**src/rtl/mu_feeder.sv**
```systemverilog
// mu_feeder: holds one kernel plus bias, streams weight/data pairs into MU, and returns MU's result on valid/ready.
// Optional WAIT watchdog enabled by defining MU_FEEDER_TIMEOUT_EN (adds TIMEOUT parameter and timeout_err port).
module mu_feeder #(
  parameter int WIDTH       = 8,
  parameter int kernel_size = 3
`ifdef MU_FEEDER_TIMEOUT_EN
  , parameter int TIMEOUT   = 64
`endif
) (
  input  logic                                   clk,
  input  logic                                   rst_n,
  input  logic                                   wload_valid,
  input  logic [WIDTH-1:0]                       wload_data,
  output logic                                   wload_ready,
  input  logic                                   bias_load,
  input  logic [WIDTH-1:0]                       bias_in,
  input  logic                                   win_valid,
  input  logic [kernel_size*kernel_size*WIDTH-1:0] win_data,
  output logic                                   win_ready,
  output logic                                   weight_valid,
  output logic                                   data_valid,
  output logic [WIDTH-1:0]                       weight,
  output logic [WIDTH-1:0]                       data,
  output logic [WIDTH-1:0]                       bias,
  input  logic [WIDTH-1:0]                       conv_result,
  input  logic                                   conv_result_valid,
  output logic                                   out_valid,
  output logic [WIDTH-1:0]                       out_data,
  input  logic                                   out_ready,
  output logic                                   busy
`ifdef MU_FEEDER_TIMEOUT_EN
  , output logic                                 timeout_err
`endif
);

  localparam int N  = kernel_size * kernel_size;
  localparam int IW = (N > 1) ? $clog2(N) : 1;
`ifdef MU_FEEDER_TIMEOUT_EN
  localparam int TW = $clog2(TIMEOUT + 1);
`endif

  typedef enum logic [1:0] {
    IDLE  = 2'd0,
    ISSUE = 2'd1,
    WAIT  = 2'd2,
    HOLD  = 2'd3
  } state_t;

  state_t                 state_q, state_d;
  logic [WIDTH-1:0]       weights_q [N];
  logic [WIDTH-1:0]       weights_d [N];
  logic [IW-1:0]          widx_q, widx_d;
  logic                   loaded_q, loaded_d;
  logic [N*WIDTH-1:0]     window_q, window_d;
  logic [IW-1:0]          cnt_q, cnt_d;
  logic [WIDTH-1:0]       bias_q, bias_d;
  logic [WIDTH-1:0]       weight_q, weight_d;
  logic [WIDTH-1:0]       data_q, data_d;
  logic                   vld_q, vld_d;
  logic                   out_valid_q, out_valid_d;
  logic [WIDTH-1:0]       out_data_q, out_data_d;
  logic                   wload_ready_q, wload_ready_d;
  logic                   win_ready_q, win_ready_d;
  logic                   busy_q, busy_d;
`ifdef MU_FEEDER_TIMEOUT_EN
  logic [TW-1:0]          tmo_q, tmo_d;
  logic                   terr_q, terr_d;
`endif

  logic wload_fire_s;
  logic win_fire_s;

  assign wload_fire_s = wload_valid && wload_ready_q;
  assign win_fire_s   = win_valid && win_ready_q;

  // Next-state, storage updates, and next values of every registered output.
  always_comb begin
    state_d     = state_q;
    weights_d   = weights_q;
    widx_d      = widx_q;
    loaded_d    = loaded_q;
    window_d    = window_q;
    cnt_d       = cnt_q;
    bias_d      = bias_q;
    out_valid_d = out_valid_q;
    out_data_d  = out_data_q;
`ifdef MU_FEEDER_TIMEOUT_EN
    tmo_d       = tmo_q;
    terr_d      = terr_q;
`endif

    if (bias_load) begin
      bias_d = bias_in;
    end else begin
      bias_d = bias_q;
    end

    if (wload_fire_s) begin
      weights_d[widx_q] = wload_data;
      if (widx_q == IW'(N - 1)) begin
        widx_d   = '0;
        loaded_d = 1'b1;
      end else begin
        widx_d   = widx_q + IW'(1);
      end
    end else begin
      widx_d = widx_q;
    end

    case (state_q)
      IDLE: begin
        if (win_fire_s) begin
          window_d = win_data;
          cnt_d    = '0;
          state_d  = ISSUE;
        end else begin
          state_d  = IDLE;
        end
      end
      ISSUE: begin
        if (cnt_q == IW'(N - 1)) begin
          state_d = WAIT;
`ifdef MU_FEEDER_TIMEOUT_EN
          tmo_d   = '0;
`endif
        end else begin
          cnt_d   = cnt_q + IW'(1);
        end
      end
      WAIT: begin
        if (conv_result_valid) begin
          out_data_d  = conv_result;
          out_valid_d = 1'b1;
          state_d     = HOLD;
        end else begin
`ifdef MU_FEEDER_TIMEOUT_EN
          // MU silent too long: release the pipeline with a zero result.
          if (tmo_q == TW'(TIMEOUT - 1)) begin
            terr_d      = 1'b1;
            out_data_d  = '0;
            out_valid_d = 1'b1;
            state_d     = HOLD;
          end else begin
            tmo_d       = tmo_q + TW'(1);
          end
`else
          state_d = WAIT;
`endif
        end
      end
      HOLD: begin
        if (out_ready) begin
          out_valid_d = 1'b0;
          state_d     = IDLE;
        end else begin
          state_d     = HOLD;
        end
      end
      default: begin
        state_d = IDLE;
      end
    endcase

    wload_ready_d = (state_d == IDLE);
    win_ready_d   = (state_d == IDLE) && loaded_d;
    busy_d        = (state_d == ISSUE) || (state_d == WAIT);
    vld_d         = (state_d == ISSUE);
    // Look up from the post-write arrays so a same-cycle weight write is what MU sees.
    if (state_d == ISSUE) begin
      weight_d = weights_d[cnt_d];
      data_d   = window_d[32'(cnt_d) * WIDTH +: WIDTH];
    end else begin
      weight_d = '0;
      data_d   = '0;
    end
  end

  // State, storage and output registers.
  always_ff @(posedge clk or negedge rst_n) begin
    if (!rst_n) begin
      state_q       <= IDLE;
      for (int i = 0; i < N; i++) begin
        weights_q[i] <= '0;
      end
      widx_q        <= '0;
      loaded_q      <= 1'b0;
      window_q      <= '0;
      cnt_q         <= '0;
      bias_q        <= '0;
      weight_q      <= '0;
      data_q        <= '0;
      vld_q         <= 1'b0;
      out_valid_q   <= 1'b0;
      out_data_q    <= '0;
      wload_ready_q <= 1'b0;
      win_ready_q   <= 1'b0;
      busy_q        <= 1'b0;
`ifdef MU_FEEDER_TIMEOUT_EN
      tmo_q         <= '0;
      terr_q        <= 1'b0;
`endif
    end else begin
      state_q       <= state_d;
      weights_q     <= weights_d;
      widx_q        <= widx_d;
      loaded_q      <= loaded_d;
      window_q      <= window_d;
      cnt_q         <= cnt_d;
      bias_q        <= bias_d;
      weight_q      <= weight_d;
      data_q        <= data_d;
      vld_q         <= vld_d;
      out_valid_q   <= out_valid_d;
      out_data_q    <= out_data_d;
      wload_ready_q <= wload_ready_d;
      win_ready_q   <= win_ready_d;
      busy_q        <= busy_d;
`ifdef MU_FEEDER_TIMEOUT_EN
      tmo_q         <= tmo_d;
      terr_q        <= terr_d;
`endif
    end
  end

  assign wload_ready  = wload_ready_q;
  assign win_ready    = win_ready_q;
  assign weight_valid = vld_q;
  assign data_valid   = vld_q;
  assign weight       = weight_q;
  assign data         = data_q;
  assign bias         = bias_q;
  assign out_valid    = out_valid_q;
  assign out_data     = out_data_q;
  assign busy         = busy_q;
`ifdef MU_FEEDER_TIMEOUT_EN
  assign timeout_err  = terr_q;
`endif

endmodule
```
**config.mk**
```make
export PLATFORM = sky130hd
export DESIGN_NAME = mu_feeder
export DESIGN_NICKNAME = d
export VERILOG_FILES = /design/src/rtl/mu_feeder.sv
export SDC_FILE = /design/constraint.sdc
export NUM_CORES = 1
export LEC_CHECK = 0
export ABC_AREA = 1
export BUFFER_PORTS_ARGS = -buffer_cell sky130_fd_sc_hd__buf_4
export CAP_MARGIN = 10
export CELL_PAD_IN_SITES_DETAIL_PLACEMENT = 0
export CELL_PAD_IN_SITES_GLOBAL_PLACEMENT = 1
export CORE_ASPECT_RATIO = 1.4
export CORE_MARGIN = 2
export CORE_UTILIZATION = 38
export DETAILED_ROUTE_END_ITERATION = 7
export PLACE_DENSITY_LB_ADDON = 0.1
export SLEW_MARGIN = 15
export SYNTH_ARGS = -nofsm -noshare
export SYNTH_HDL_FRONTEND = slang
export SYNTH_SLANG_ARGS = --single-unit
```
**constraint.sdc**
```tcl
create_clock -name clk -period 2 [get_ports clk]
set_input_delay 0.4 -clock clk [delete_from_list [all_inputs] [get_ports clk]]
set_output_delay 0.4 -clock clk [all_outputs]
set_load 0.03 [all_outputs]
```
==> qor.csv, run 1 <==
metric,value,unit
Port Buffer Count,140,
CTS buffer count,17,
"Period Utilization, post-route",0.978,
Fin. Hold Viols,0,
minimum period implied by the final worst setup slack,1.96,ns
Nets,1388,
Synthesized Nets,1184,
overall routing resource usage,0.216,
clock transition time at the flip-flop clock pins of the worst setup and hold paths,0.06,ns
first-pass detailed-route iteration total,4,
most frequently used flop master after synthesis,dfrtp_1,
total routed wirelength,25100,um
number of distinct library cell variants in the gate-level netlist after synthesis,31,
wire length of the first global-routing pass,40500,um
pwr/cell area,1860,nW/um^2
Horiz. Die Dim,132,um
clock tree from TritonCTS,built,
sequence of cells on the critical path,inv_1 > ha_2 > nand3_4 > nand2_4 > nand2_4 > nand2_4 > inv_8 > buf_12 > buf_6 > nand2_1 > nand3_1 > nand3_2 > nand3_2 > nand2_1 > inv_1,
kind of path behind the tightest hold check,in2reg,
Top Ports,141,
wire length per cell,15.7,um
clk_lat worst skew,0.44,ns
effective utilization at floorplan,0.386,
post-synth top area share,0.554,
category of the worst setup path launch point,flop,
clock root cell,clkbuf_16,
most used standard cells in the synthesized netlist,"nand2_1 (506), dfrtp_1 (192), nand3_1 (121), inv_1 (54), o21ai_1 (45)",
clock tree buffer depth,2,
peak supply drop,0.919,mV
Static Leak,6.13,nW
fraction of final layout cells sized beyond drive strength 1,0.294,
number of antenna violations at the first check in global routing,0,
total number of H-tree levels,4,
floorplan die height,183,um
Gate Count Post-Synth,1073,
master of the slowest instance on the critical path,dfrtp_1,
pin count of the biggest net entering global routing,57,
Tightest Pin Transition,0.448,ns
maximum net fanout on the critical path,14,
post-detailed-placement half-perimeter wirelength,17600,um
count of vias placed by the detailed router,7591,
worst stage delay on the critical path,0.38,ns
placer's final routability congestion estimate,0.817,
DR DRC count,0,
dominant cell by count in the synthesized netlist,nand2_1,
endpoint class of the critical path,flop,
Final ANT Viol Nets,0,
Final Setup Violations,0,
Max Cap Violations,0,
Total Die Area,24100,um^2
mean instance size in the synthesized netlist,8.08,um^2
number of warnings reported in the yosys synthesis log,0,
Post-synth EDFFs,0,
cell seen most often among critical-path stages,nand2_4,
via count of the first global-routing pass,7732,
sinks on the clock net,192,
area of the placeable core,22400,um^2
GRT Residual Overflow,0,
post-synthesis async set-or-reset flop share,1.00,
fillcell total,2185,
unrepaired setup endpoints after global routing,yes,
"Cell Area, Synth",8670,um^2
Avg Vias per Cell,4.77,
status,finished clean,
required time of the critical path,2.33,ns
number of inserted diodes,0,
aggregate negative setup slack,0,ns
worst hold slack,0.156,ns
peak clock frequency supported by timing,0.511,GHz
post-route clock skew,0.00747,ns
largest area contributor in the netlist,dfrtp_1,
top area cells in the synthesized netlist,"dfrtp_1 (55%), nand2_1 (22%), nand3_1 (7.0%)",
signed area change from the synthesized netlist to the final layout,36.9,%
Slew HR,0.701,
number of standard-cell rows in the floorplan,65,
Starting DRT DRC Count,387,
final core utilization,0.529,
Slew Limit Fails,0,
class of the most critical setup path,reg2reg,
register area share after synthesis,0.554,
WP data arrival,2.29,ns
number of synthesized register bits,192,
[layer usage]
| layer | vias up | track usage | part of all wire |
|---|---|---|---|
| met2 | 141 | 0.401 | 0.53 |
| met5 | - | 0 | 0 |
| met4 | 0 | 0.0726 | 0.019 |
| met1 | 3624 | 0.253 | 0.42 |
| met3 | 23 | 0.0333 | 0.031 |
| li1 | 3803 | - | - |
[what timing repair did]
action / CTS / global route
gates cloned: 1 / 2
setup buffers: 1 / 2
setup endpoints to repair: 16 / 16
resized for setup: 34 / 104
pin swaps: 6 / 20
endpoints found under the hold margin: 40 / 0
hold buffers: 1 / 0
[final cells by class]
class | count | area [um^2] | share of cell area
sequential | 192 | 4810 | 0.405
multi-input combinational | 766 | 3760 | 0.317
timing repair buffer | 236 | 2060 | 0.174
clock buffer | 24 | 502 | 0.0423
tap | 301 | 377 | 0.0317
inverter | 64 | 255 | 0.0215
clock inverter | 8 | 103 | 0.00865
[cells in the final DEF (no fill, tap or decap), drive strengths merged]
cell,instances
a21boi,1
o21a,1
o21ai,74
o21bai,1
clkinv,4
nand4,1
nand2,513
mux2,8
a21oi,18
bufinv,2
nor2,14
inv,64
nand3,123
xor2,1
buf,232
ha,8
nor3,2
nand3b,1
clkbuf,27
dlygate4sd3,1
dfrtp,192
clkinvlp,2
[through the flow]
| stage | instance area (um^2) | std cells | total power [mW] | setup WS, ns |
|---|---|---|---|---|
| 5_1_grt | 11900 | 1591 | 23.8 | -0.0627 |
| 4_1_cts | 11400 | 1587 | 21.2 | -0.0126 |
| 2_1_floorplan | 8670 | 1073 | 12.7 | 0.0533 |
| 3_3_place_gp | 10700 | 1552 | 17.1 | -0.149 |
| 6_report | 11900 | 1591 | 22.1 | 0.0449 |
| 3_5_place_dp | 10700 | 1552 | 17.2 | -0.186 |
[where the power goes]
| group | internal, mW | leakage, nW | total [mW] | switching, mW |
|---|---|---|---|---|
| registers | 5.54 | 2.41 | 6.12 | 0.573 |
| logic | 4.99 | 3.43 | 12.5 | 7.48 |
| clock network | 2.01 | 0.292 | 3.50 | 1.49 |
[worst paths after layout]
path / to / startpoint / slack, ns / cells after the start
max: data[4] / cnt_q[1] / 0.04 / 15
min: out_data[3] / conv_result[3] / 0.16 / 3
max reg2reg: data[4] / cnt_q[1] / 0.04 / 15
min reg2reg: loaded_q / loaded_q / 0.45 / 2
max in group asynchronous: data[6] / rst_n / 0.90 / 3
min in group asynchronous: bias[2] / rst_n / 0.47 / 2
[critical path: cells and delay by family (launching register included)]
family,cells,cell delay [ns]
adder cells (fa/ha/maj),1,0.20
buffers and inverters,5,0.46
flip-flops,1,0.38
AND/OR/NAND/NOR,9,0.78
[flip-flops by register name, indices dropped and copies added (netlist names), 4 cells and up]
signal / cells
bias: 8
cnt_q: 4
data: 8
out_data: 8
weight: 8
weights_q: 72
widx_q: 4
window_q: 72
[cell families (layout without fill, tap and decap cells)]
logic type / Yosys count / count (layout) / share of synthesized area
AND/OR/NAND/NOR: 654 / 654 / 0.310
XOR/XNOR: 1 / 1 / 0.00101
multiplexers: 8 / 8 / 0.0104
buffers and inverters: 115 / 332 / 0.0569
flip-flops: 192 / 192 / 0.554
AO/OA/AOI/OAI: 95 / 95 / 0.0557
adder cells (fa/ha/maj): 8 / 8 / 0.0115
No activity file was read; power rests on OpenSTA's default activity.
==> run 2, diff against run 1 <==
--- a/config.mk
+++ b/config.mk
@@ -5,14 +5,14 @@
 export SDC_FILE = /design/constraint.sdc
 export NUM_CORES = 1
 export LEC_CHECK = 0
-export ABC_AREA = 1
+export ABC_AREA = 0
 export BUFFER_PORTS_ARGS = -buffer_cell sky130_fd_sc_hd__buf_4
 export CAP_MARGIN = 10
 export CELL_PAD_IN_SITES_DETAIL_PLACEMENT = 0
 export CELL_PAD_IN_SITES_GLOBAL_PLACEMENT = 1
 export CORE_ASPECT_RATIO = 1.4
 export CORE_MARGIN = 2
-export CORE_UTILIZATION = 38
+export CORE_UTILIZATION = 44
 export DETAILED_ROUTE_END_ITERATION = 7
 export PLACE_DENSITY_LB_ADDON = 0.1
 export SLEW_MARGIN = 15
==> constraint.sdc (replaced) <==
create_clock -name clk -period 1.9 [get_ports clk]
set_input_delay 0.38 -clock clk [delete_from_list [all_inputs] [get_ports clk]]
set_output_delay 0.38 -clock clk [all_outputs]
set_load 0.03 [all_outputs]
==> qor.csv, run 2 <==
metric,value,unit,change
status,"finished, violations left",,
violations in the final reports,setup timing,,
setup slack after layout,-0.547,ns,-0.592 ns
Synthesized Nets,1147,,-3.1%
mean instance size in the synthesized netlist,9.42,um^2,+17%
most used standard cells in the synthesized netlist,"nand2_1 (311), dfrtp_1 (192), and3_1 (57), clkbuf_1 (47), mux2_2 (45)",,
unrepaired setup endpoints after global routing,yes,,
Placed Instance Area,12700,um^2,+19%
pwr/cell area,1910,nW/um^2,+2.4%
GRT Residual Overflow,0,,unchanged
dominant cell by count in the synthesized netlist,nand2_1,,
"Cell Area, Synth",9760,um^2,+13%
clock root cell,clkbuf_16,,
highest-count cells in the layout ignoring fill and taps,"buf_4 (347), nand2_1 (307), dfrtp_1 (191)",,
post-detailed-placement half-perimeter wirelength,22800,um,+29%
Static Leak,7.44,nW,+21%
Port Buffer Count,140,,unchanged
required time of the critical path,2.28,ns,-0.05 ns
WP data arrival,2.82,ns,+0.53 ns
worst hold slack,0.122,ns,-0.0340 ns
Final Setup Violations,22,,+22
DR DRC count,0,,unchanged
placer's final routability congestion estimate,0.838,,+2.5%
post-synthesis async set-or-reset flop share,1.00,,unchanged
clk_lat worst skew,0.45,ns,about the same
Final ANT Viol Nets,0,,unchanged
effective utilization at floorplan,0.448,,+0.0620
Top Ports,141,,unchanged
Post-synth EDFFs,0,,unchanged
via count of the first global-routing pass,9682,,+25%
Top Registers,"weights_q (72), window_q (72)",,
wire length per cell,20.2,um,+28%
register area share after synthesis,0.492,,-0.0620
post-route clock skew,0.0127,ns,+0.00526 ns
Max Cap Violations,0,,unchanged
class of the most critical setup path,reg2reg,,
Tightest Pin Transition,0.598,ns,+0.150 ns
number of synthesized register bits,192,,unchanged
minimum period implied by the final worst setup slack,2.45,ns,+0.492 ns
kind of path behind the tightest hold check,in2reg,,
"Period Utilization, post-route",1.29,,+0.310
largest area contributor in the netlist,dfrtp_1,,
Total Die Area,23400,um^2,-2.7%
Slew HR,0.600,,-0.101
Starting DRT DRC Count,637,,+65%
area of the placeable core,21800,um^2,-3.0%
endpoint class of the critical path,flop,,
post-synth top area share,0.492,,-0.0620
total number of H-tree levels,4,,unchanged
"commonest non-fill, non-tap cell in the layout",buf_4,,
number of warnings reported in the yosys synthesis log,0,,unchanged
Nets,1500,,+8.1%
wire length of the first global-routing pass,51500,um,+27%
peak supply drop,1.02,mV,+11%
number of standard-cell rows in the floorplan,64,,-1.5%
number of antenna violations at the first check in global routing,0,,unchanged
fraction of final layout cells sized beyond drive strength 1,0.437,,+0.143
fin area,15000,um^2,+26%
number of inserted diodes,0,,unchanged
Avg Vias per Cell,5.54,,+16%
sinks on the clock net,192,,unchanged
signed area change from the synthesized netlist to the final layout,53.4,%,
peak clock frequency supported by timing,0.409,GHz,-20%
top area cells in the synthesized netlist,"dfrtp_1 (49%), nand2_1 (12%), mux2_2 (5.2%)",,
Gate Count Post-Synth,1036,,-3.4%
total routed wirelength,34300,um,+37%
clock tree buffer depth,2,,unchanged
maximum net fanout on the critical path,4,,-10
clock transition time at the flip-flop clock pins of the worst setup and hold paths,0.08,ns,+0.02 ns
count of vias placed by the detailed router,9420,,+24%
floorplan die height,180,um,-1.4%
number of distinct library cell variants in the gate-level netlist after synthesis,62,,+100%
Fin. Hold Viols,0,,unchanged
category of the worst setup path launch point,flop,,
CTS buffer count,17,,unchanged
Horiz. Die Dim,130,um,-1.3%
Slew Limit Fails,0,,unchanged
overall routing resource usage,0.286,,+0.0701
clock tree from TritonCTS,built,,
first-pass detailed-route iteration total,5,,+1
pin count of the biggest net entering global routing,53,,-7.0%
most frequently used flop master after synthesis,dfrtp_1,,
-- run 2: cell types whose count changed in the layout (fill, tap and decap cells not counted), moves of 28 or more --
cell	change
nand3_1	-84
nand2_1	-185
o21ai_1	-38
buf_4	+141
mux2_2	+28
nand3_2	-33
and3_1	+53
-- run 2: metal layers --
| metal | track usage | up-vias | wire length, um |
|---|---|---|---|
| li1 | - | 4348 | - |
| met1 | 0.318 | 4657 | 12300 |
| met2 | 0.501 | 305 | 18300 |
| met3 | 0.0386 | 110 | 1160 |
| met4 | 0.185 | 0 | 2480 |
| met5 | 0 | - | 0 |
-- run 2: area by class of cell --
class                   count  area (um^2)
clock buffers              17          425
flip-flops and latches    192         4810
clock inverters            15          220
fillers                  1706         6810
well taps                 297          372
repair buffers            410         3580
multi-input cells         735         5440
inverters                  33          129
-- run 2: cell families (layout without fill, tap and decap cells) --
logic type,after synthesis,after routing,synth area share
flops,192,192,0.492
buf+inv,109,475,0.0494
simple gates,458,458,0.213
mux,76,76,0.0863
compound gates,192,192,0.148
xor+xnor,1,1,0.000897
fa+ha+maj,8,8,0.0103
-- run 2: critical path, cell delays in order (launching register included) --
cell	delay [ns]
dfrtp_2	0.42
buf_6	0.12
buf_12	0.12
buf_4	0.14
nor3_4	0.32
buf_4	0.21
buf_4	0.16
a2111oi_2	0.05
buf_4	0.15
a2111oi_2	0.33
nor4_1	0.10
buf_4	0.14
o21ai_1	0.12
-- run 2: metrics by stage --
step                      TNS, ns  setup WS (ns)  utilization  power [mW]  std cells
after floorplan            -10.11         -0.693            -        13.7       1036
after global placement     -10.03         -0.801        0.582        19.8       1610
after detailed placement   -10.70         -0.793        0.582        20.0       1610
after CTS                   -6.69         -0.443        0.647        26.0       1671
after global routing        -9.36         -0.600        0.687        30.1       1699
final                       -7.15         -0.547        0.687        28.5       1699
-- run 2: what timing repair did --
| item | CTS | global route |
|---|---|---|
| hold buffers | 1 | 0 |
| buffers inserted | 27 | 30 |
| endpoints found under the hold margin | 45 | 0 |
| resized for setup | 114 | 122 |
| gates cloned | 3 | 2 |
| pin swaps | 20 | 26 |
| setup endpoints to repair | 42 | 41 |
-- run 2: path summary, 6_finish.rpt --
check	start	to	slack (ns)	cells past startpoint
hold reg to reg	loaded_q	loaded_q	0.47	1
hold / removal	win_data[26]	window_q[26]	0.12	3
setup / recovery	cnt_q[0]	weight[6]	-0.55	12
setup reg to reg	cnt_q[0]	weight[6]	-0.55	12
min in group asynchronous	rst_n	bias[7]	0.48	2
max in group asynchronous	rst_n	weights_q[65]	0.75	3
-- run 2: power breakdown --
| group | switching (mW) | internal, mW |
|---|---|---|
| registers | 1.27 | 5.87 |
| logic | 8.75 | 8.67 |
| clock network | 1.72 | 2.25 |
| total | 11.7 | 16.8 |
==> run 3, diff against run 2 <==
--- a/config.mk
+++ b/config.mk
@@ -14,7 +14,7 @@
 export CORE_MARGIN = 2
 export CORE_UTILIZATION = 44
 export DETAILED_ROUTE_END_ITERATION = 7
-export PLACE_DENSITY_LB_ADDON = 0.1
+export PLACE_DENSITY = 0.84
 export SLEW_MARGIN = 15
 export SYNTH_ARGS = -nofsm -noshare
 export SYNTH_HDL_FRONTEND = slang
==> qor.csv, run 3 (synthesis gave the netlist of run 2 again) <==
metric,value,unit,change
total number of H-tree levels,4,,unchanged
number of inserted diodes,0,,unchanged
GRT Residual Overflow,0,,unchanged
total power after layout,23.8,mW,-17%
post-route clock skew,0.0146,ns,+0.00184 ns
Slew HR,0.624,,+0.0238
Worst Hold Launch,win_data[13],,
kind of path behind the tightest hold check,in2reg,,
Starting DRT DRC Count,686,,+7.7%
placer's final routability congestion estimate,0.905,,+8.0%
Worst Hold End,window_q[13],,
Total Die Area,23400,um^2,unchanged
class of the most critical setup path,reg2reg,,
Static Leak,6.69,nW,-10%
Placed Instance Area,12300,um^2,-3.2%
fin area,13300,um^2,-11%
capture instance of the worst register-to-register path,weight[0],,
maximum net fanout on the critical path,10,,+6
pwr/cell area,1790,nW/um^2,-5.9%
Max Cap Violations,0,,unchanged
status,"finished, violations left",,
first-pass detailed-route iteration total,5,,unchanged
total routed wirelength,29700,um,-13%
Slew Limit Fails,0,,unchanged
wire length of the first global-routing pass,47300,um,-8.0%
minimum period implied by the final worst setup slack,2.36,ns,-0.0917 ns
endpoint class of the critical path,flop,,
clk_lat worst skew,0.45,ns,about the same
post-detailed-placement half-perimeter wirelength,21500,um,-5.8%
required time of the critical path,2.24,ns,-0.04 ns
fraction of final layout cells sized beyond drive strength 1,0.345,,-0.0911
depth of the most critical reg-to-reg path,10,,-2
P_int,13.8,mW,-18%
switching part of the total power,0.420,,+0.00856
Port Buffer Count,140,,unchanged
Top Registers,"weights_q (72), window_q (72)",,
area of the placeable core,21800,um^2,unchanged
CTS buffer count,17,,unchanged
sinks on the clock net,192,,unchanged
wire length per cell,18.7,um,-7.5%
count of vias placed by the detailed router,8742,,-7.2%
worst hold path depth,3,,unchanged
Nets,1395,,-7.0%
number of antenna violations at the first check in global routing,0,,unchanged
Final ANT Viol Nets,0,,unchanged
highest-count cells in the layout ignoring fill and taps,"nand2_1 (307), buf_4 (278), dfrtp_1 (191)",,
peak supply drop,0.930,mV,-8.9%
Post-Place Worst Slack,-0.617,ns,+0.177 ns
WP data arrival,2.69,ns,-0.13 ns
pin count of the biggest net entering global routing,71,,+34%
clock transition time at the flip-flop clock pins of the worst setup and hold paths,0.09,ns,about the same
floorplan die height,180,um,unchanged
Horiz. Die Dim,130,um,unchanged
setup slack after layout,-0.455,ns,+0.0917 ns
Tightest Pin Transition,0.550,ns,-0.0485 ns
fillcell total,1892,,+11%
Fin. Hold Viols,0,,unchanged
register-to-register setup slack,-0.46,ns,+0.09 ns
clock tree buffer depth,2,,unchanged
via count of the first global-routing pass,8985,,-7.2%
Avg Vias per Cell,5.48,,-1.1%
"commonest non-fill, non-tap cell in the layout",nand2_1,,
number of standard-cell rows in the floorplan,64,,unchanged
Net Sw Power,9.99,mW,-15%
Multi-input gate area,4790,um^2,-12%
peak clock frequency supported by timing,0.425,GHz,+3.9%
share of power burned in the clock network,0.156,,+0.017
effective utilization at floorplan,0.448,,unchanged
signed area change from the synthesized netlist to the final layout,35.8,%,
"Period Utilization, post-route",1.24,,-0.0482
violations in the final reports,setup timing,,
r2r startpoint,cnt_q[0],,
category of the worst setup path launch point,flop,,
sequential share of power,0.297,,+0.047
overall routing resource usage,0.260,,-0.0252
share of power burned in combinational logic,0.547,,-0.063
DR DRC count,0,,unchanged
Top Ports,141,,unchanged
unrepaired setup endpoints after global routing,yes,,
area of all sequential standard cells,4810,um^2,unchanged
clock tree from TritonCTS,built,,
clock root cell,clkbuf_16,,
Final Setup Violations,16,,-27%
==> run 3: layout make-up <==
cell class | instances | share of cell area
sequential | 192 | 0.363
multi-input combinational | 735 | 0.361
timing repair buffer | 305 | 0.191
clock buffer | 17 | 0.0321
tap | 297 | 0.0280
clock inverter | 15 | 0.0152
inverter | 33 | 0.00973
==> run 3: critical path: stages, from the launching register on <==
cell and delay [ns]:
dfrtp_2 0.41, inv_2 0.08, ha_4 0.13, nand3b_1 0.19
a211oi_4 0.33, nor2_4 0.11, inv_6 0.15, buf_12 0.12
mux2_2 0.32, a211oi_1 0.28, o41ai_2 0.12
==> run 3: timing repair <==
item	in CTS	in global routing
hold endpoints to repair	39	0
endpoints found under the setup margin	18	23
pin swaps	11	17
hold buffers	1	0
gates resized for setup	49	31
buffers inserted	2	2
==> run 3: routing by layer <==
metal | vias to the layer above | GRT usage | routed length (um)
met4 | 0 | 0.115 | 1260
li1 | 4123 | - | -
met2 | 258 | 0.458 | 15800
met5 | - | 0 | 0
met3 | 63 | 0.0371 | 1060
met1 | 4298 | 0.312 | 11600
==> run 3: per-stage QoR <==
stage	cells	utilization	hold slack, ns	TNS [ns]
2_1_floorplan	1036	-	0.0844	-10.11
3_5_place_dp	1558	0.564	0.355	-7.57
5_1_grt	1594	0.608	0.113	-8.31
4_1_cts	1592	0.601	0.0981	-5.91
6_report	1594	0.608	0.113	-6.62
3_3_place_gp	1558	0.564	0.357	-7.27
==> run 3: worst max path at each step <==
stage | end | cells after the start | slack [ns] | from
2_1_floorplan | data[5] | 15 | -0.69 | cnt_q[0]
3_3_place_gp | weight[4] | 9 | -0.76 | widx_q[1]
3_5_place_dp | weight[4] | 9 | -0.62 | widx_q[1]
4_1_cts | weight[2] | 10 | -0.42 | cnt_q[1]
5_1_grt | weight[1] | 13 | -0.56 | cnt_q[1]
6_report | weight[0] | 10 | -0.46 | cnt_q[0]
==> run 3: power by group through the flow <==
| stage | Sequential, mW | Clock, mW | Combinational (mW) |
|---|---|---|---|
| global route | 7.22 | 3.97 | 14.0 |
| global placement | 7.00 | 0 | 11.9 |
| finish | 7.06 | 3.72 | 13.0 |
| CTS | 7.00 | 3.79 | 12.5 |
| detailed placement | 7.06 | 0 | 12.0 |
| floorplan | 7.14 | 0 | 6.57 |
